File: config.mk
export PLATFORM = sky130hd
export DESIGN_NAME = copro_result_queue
export DESIGN_NICKNAME = d
export VERILOG_FILES = /design/src/rtl/copro_result_queue.sv
export SDC_FILE = /design/constraint.sdc
export NUM_CORES = 1
export LEC_CHECK = 0
export CAP_MARGIN = 20
export CORE_MARGIN = 3
export CORE_UTILIZATION = 51
export DETAILED_ROUTE_END_ITERATION = 8
export GPL_TIMING_DRIVEN = 0
export HOLD_SLACK_MARGIN = 0.06
export PLACE_DENSITY = 0.76
export RECOVER_POWER = 25
export SYNTH_ARGS = -nofsm -noshare
export SYNTH_HDL_FRONTEND = slang
export SYNTH_SLANG_ARGS = --single-unit
File: constraint.sdc
create_clock -name clk_i -period 2.5 [get_ports clk_i]
set_input_delay 0.5 -clock clk_i [delete_from_list [all_inputs] [get_ports clk_i]]
set_output_delay 0.5 -clock clk_i [all_outputs]
set_load 0.03 [all_outputs]
File: src/rtl/copro_result_queue.sv
// Result buffer between the coprocessor ALU and the CVXIF result channel.
// Holds un-back-pressurable ALU results in a circular FIFO and issues credits so it never overflows.
module copro_result_queue #(
  parameter int unsigned XLEN        = 32,
  parameter int unsigned HartIdWidth = 1,
  parameter int unsigned IdWidth     = 4,
  parameter int unsigned DEPTH       = 4
) (
  input  logic                       clk_i,
  input  logic                       rst_ni,
  input  logic                       flush_i,
  input  logic                       issue_accept_i,
  output logic                       issue_ready_o,
  input  logic                       alu_valid_i,
  input  logic [XLEN-1:0]            alu_result_i,
  input  logic [HartIdWidth-1:0]     alu_hartid_i,
  input  logic [IdWidth-1:0]         alu_id_i,
  input  logic [4:0]                 alu_rd_i,
  input  logic                       alu_we_i,
  output logic                       result_valid_o,
  input  logic                       result_ready_i,
  output logic [XLEN-1:0]            result_data_o,
  output logic [HartIdWidth-1:0]     result_hartid_o,
  output logic [IdWidth-1:0]         result_id_o,
  output logic [4:0]                 result_rd_o,
  output logic                       result_we_o,
  output logic [$clog2(DEPTH):0]     count_o,
  output logic                       overflow_o
);

  localparam int unsigned PtrW = $clog2(DEPTH);
  localparam int unsigned CntW = PtrW + 1;
  localparam int unsigned SumW = CntW + 1;

  typedef struct packed {
    logic [XLEN-1:0]        data;
    logic [HartIdWidth-1:0] hartid;
    logic [IdWidth-1:0]     id;
    logic [4:0]             rd;
    logic                   we;
  } entry_t;

  entry_t          mem_q [DEPTH];
  entry_t          head;
  logic [PtrW-1:0] wr_ptr_q, rd_ptr_q;
  logic [CntW-1:0] count_q, pending_q;
  logic            overflow_q, kill_q;

  logic            full, push_req, pop, push, issue_acc, credit_ret;
  logic [SumW-1:0] credit_sum;

  // NOTE: every signal gets a default/value on every path here, so no latch can be inferred.
  always_comb begin
    full          = (count_q == CntW'(DEPTH));
    // Results arriving in the cycle after a flush belong to killed instructions.
    push_req      = alu_valid_i && !kill_q;
    pop           = (count_q != '0) && result_ready_i;
    push          = push_req && (!full || pop);
    credit_sum    = {1'b0, count_q} + {1'b0, pending_q};
    issue_ready_o = (credit_sum < SumW'(DEPTH));
    issue_acc     = issue_accept_i && issue_ready_o;
    // A result with no outstanding credit (protocol error) must not wrap pending below zero.
    credit_ret    = push_req && ((pending_q != '0) || issue_acc);
  end

  // NOTE: storage sits in the async reset so the head fields read 0 out of reset.
  always_ff @(posedge clk_i or negedge rst_ni) begin
    if (!rst_ni) begin
      for (int i = 0; i < int'(DEPTH); i++) mem_q[i] <= '0;
    end else if (push && !flush_i) begin
      mem_q[wr_ptr_q] <= '{data: alu_result_i, hartid: alu_hartid_i, id: alu_id_i,
                           rd: alu_rd_i, we: alu_we_i};
    end
  end

  // NOTE: sequential state uses non-blocking assignments so all registers see pre-edge values.
  always_ff @(posedge clk_i or negedge rst_ni) begin
    if (!rst_ni) begin
      wr_ptr_q   <= '0;
      rd_ptr_q   <= '0;
      count_q    <= '0;
      pending_q  <= '0;
      overflow_q <= 1'b0;
      kill_q     <= 1'b0;
    end else begin
      kill_q <= flush_i;
      if (flush_i) begin
        wr_ptr_q   <= '0;
        rd_ptr_q   <= '0;
        count_q    <= '0;
        pending_q  <= '0;
        overflow_q <= 1'b0;
      end else begin
        if (push) wr_ptr_q <= wr_ptr_q + PtrW'(1);
        if (pop)  rd_ptr_q <= rd_ptr_q + PtrW'(1);
        count_q   <= count_q + CntW'(push) - CntW'(pop);
        pending_q <= pending_q + CntW'(issue_acc) - CntW'(credit_ret);
        if (push_req && full && !pop) overflow_q <= 1'b1;
      end
    end
  end

  assign head            = mem_q[rd_ptr_q];
  assign result_valid_o  = (count_q != '0);
  assign result_data_o   = head.data;
  assign result_hartid_o = head.hartid;
  assign result_id_o     = head.id;
  assign result_rd_o     = head.rd;
  assign result_we_o     = head.we;
  assign count_o         = count_q;
  assign overflow_o      = overflow_q;

endmodule
==> flow_summary.ini <==
[sta]
rsz0062_at_grt = true
setup_viol_count_final = 0
period_share = 0.9913
worst_hold_slack_ps = 503.3
hold_violations = 0
final-max-slew-violation-count = 0
timing.slew.headroom = 0.5637
worst_slew_pin_slew_ps = 654.5
fin_crit_ps = 2478
clock.fmax_mhz = 403.5
tns_setup_ps = 0
final.setup_skew_ps = 6.856

[global_route]
grt_pass1_vias = 5381
globalRouteOverflowTotal = 0
wire_length_of_the_first_global_routing_pass_um = 30620
track_usage = 0.2014
grt_max_degree = 125
grt_antenna_before_repair = 0

[critical_path]
critical_path.top_delay_family = simple AND/OR/NAND/NOR gates
worst_path_max_delay_cell = or4b_4
setup.worst_path.class = reg2reg
critPathCaptureType = register
critical_path.cell_chain = or4b_4 > buf_8 > and2_4 > inv_2 > ha_4 > inv_4 > ha_4 > inv_2 > fa_2 > xor2_2 > and2_4 > nor3_2
worst_setup_path_start_kind = register
timing.critical_path.buf_inv = 4
required_ps = 2800
critical_path_arrival_ps = 2780
critical_path_peak_fanout = 7
critPathMaxStageDelay_ps = 490

[final_layout]
antenna_cells_inserted = 0
final.fill_count = 1169
finalInstanceArea_um2 = 10980
final_util = 0.6483
layout.cells.most_common_list = 180 x dfrtp_1, 160 x mux2_4, 50 x clkdlybuf4s50_1
layout.nets = 673
layout-area-overhead-vs-synth_pct = 21.75
drive_above_1_share = 0.5616
final_instance_count_without_filler_cells = 845
layout.cells.most_common = dfrtp_1

[power_and_ir_drop]
p_leak_nw = 5.463
vdd.ir_drop.worst_uv = 645.7
power_density_nw_per_um2 = 1072

[clocking]
numClockSinks = 184
cts_tree = built
clk_path_buf_depth = 2
ctsRootBufferMaster = clkbuf_16
htree_levels = 4
worst_setup_hold_path_clk_slew_ps = 70
clkLatencyLatePin_ps = 430
cts_inserted_buffers = 17

[routing]
wire_per_inst_um = 21.99
route.detailed.vias_per_inst = 5.470
drt_pass1_iterations = 4
initialDrtViolationCount = 165
via_count = 4622
ant_nets = 0
route.detailed.drc = 0
postRouteWirelength_um = 18580

[yosys]
synthesis.instances = 487
synthDistinctLibCells = 33
synth.ff_latch_count = 184
syn_nets = 548
postSynthAreaPerCell_um2 = 18.52
synth-seq-area-share = 0.5105
synth-warning-count = 0
synth.cell_area_um2 = 9019

[die]
design.portCount = 98
die_y_um = 139.0
placementRows = 47
design.die.area_um2 = 19320
floorplan.initialDensity = 0.5325
die_x_um = 139.0
core_area_um2 = 16940

[placed_design]
numPlacedInstances = 805
detailedPlacementHpwl_um = 12070
routabilityCongestion = 0.7522
placement.io_buffers = 97
place_area_um2 = 10310

[status]
status = completed

[worst_hold_path]
class_of_the_tightest_hold_or_removal_check = reg2reg

[flow_run]
cap_violations = 0
where the power goes:
group	internal (mW)	switching (mW)
sequential	3.72	0.454
clock	1.75	1.15
combinational	2.44	2.26
total	7.91	3.86
metrics by stage:
step	worst slack [ps]	power, mW
after floorplan	-136.1	7.419
after global placement	-6839	8.945
after detailed placement	-705.2	9.096
after CTS	-74.95	12.00
after global routing	-82.19	12.33
final	21.87	11.77
final cells by class:
cell class	instances	area, um^2	area share
clock inverter	12	171.4	0.01561
clock buffer	20	466.7	0.04250
sequential	184	4609	0.4198
timing repair buffer	107	875.8	0.07976
buffer	28	489.2	0.04455
tap	220	275.3	0.02507
multi-input combinational	267	4064	0.3701
inverter	7	28.78	0.002621
worst register-to-register path, stage by stage (launching register included):
cell and delay (ps):
dfrtp_2 440, or4b_4 500, buf_8 130, and2_4 150
inv_2 60, ha_4 200, inv_4 50, ha_4 110
inv_2 30, fa_2 340, xor2_2 150, and2_4 160
nor3_2 30
state kept, by name, summed over array words and instances (netlist names):
name	flops
rd_ptr_q	2
wr_ptr_q	2
mem_q	172
overflow_o	1
pending_q	3
kill_q	1
count_o	3
kinds of logic after synthesis:
logic type / share of synthesized area
AND/OR/NAND/NOR: 0.02553
flip-flops: 0.5105
multiplexers: 0.3887
adder cells (fa/ha/maj): 0.01831
buffers and inverters: 0.04648
AO/OA/AOI/OAI: 0.005550
XOR/XNOR: 0.004857
timing repair:
action	in CTS	in global routing
hold endpoints to repair	60	0
pin swaps	5	5
resized for setup	190	58
hold buffers	1	0
setup buffers	7	1
endpoints found under the setup margin	48	27
layer usage:
layer	vias up	share of wire	GRT usage
met2	92	0.48	0.3188
met5	-	0	0
met4	0	0.012	0.05613
met3	18	0.034	0.04207
li1	2042	-	-
met1	2470	0.47	0.2856
final timing paths:
| path | start | to | slack, ps | cells after the start |
|---|---|---|---|---|
| min reg2reg | mem_q[80] | mem_q[80] | 500 | 1 |
| max in group asynchronous | rst_ni | mem_q[96] | 910 | 3 |
| max | count_o[2] | count_o[2] | 20 | 12 |
| min | mem_q[80] | mem_q[80] | 500 | 1 |
| min in group asynchronous | rst_ni | mem_q[162] | 600 | 2 |
| max reg2reg | count_o[2] | count_o[2] | 20 | 12 |
cells in the mapped netlist, drive strengths merged:
cell type,number,area [um^2]
or3,1,7.510
nand2,1,3.750
o21ba,1,10.01
o31a,1,10.01
nor3,2,10.01
o31ai,1,7.510
or4b,1,10.01
ha,10,125.1
mux2,172,2537
inv,7,26.28
a2111oi,1,8.760
nand2b,2,12.51
nor2,9,33.78
dfrtp,184,4604
nand4b,5,103.9
o311ai,1,8.760
buf,23,360.3
nor2b,3,18.77
o21ai,1,5.000
xor2,3,26.28
nand3,2,10.01
mux4,43,968.4
fa,2,40.04
xnor2,2,17.52
clkbuf,6,32.53
and2,3,20.02
(Power assumes the default switching activity.)
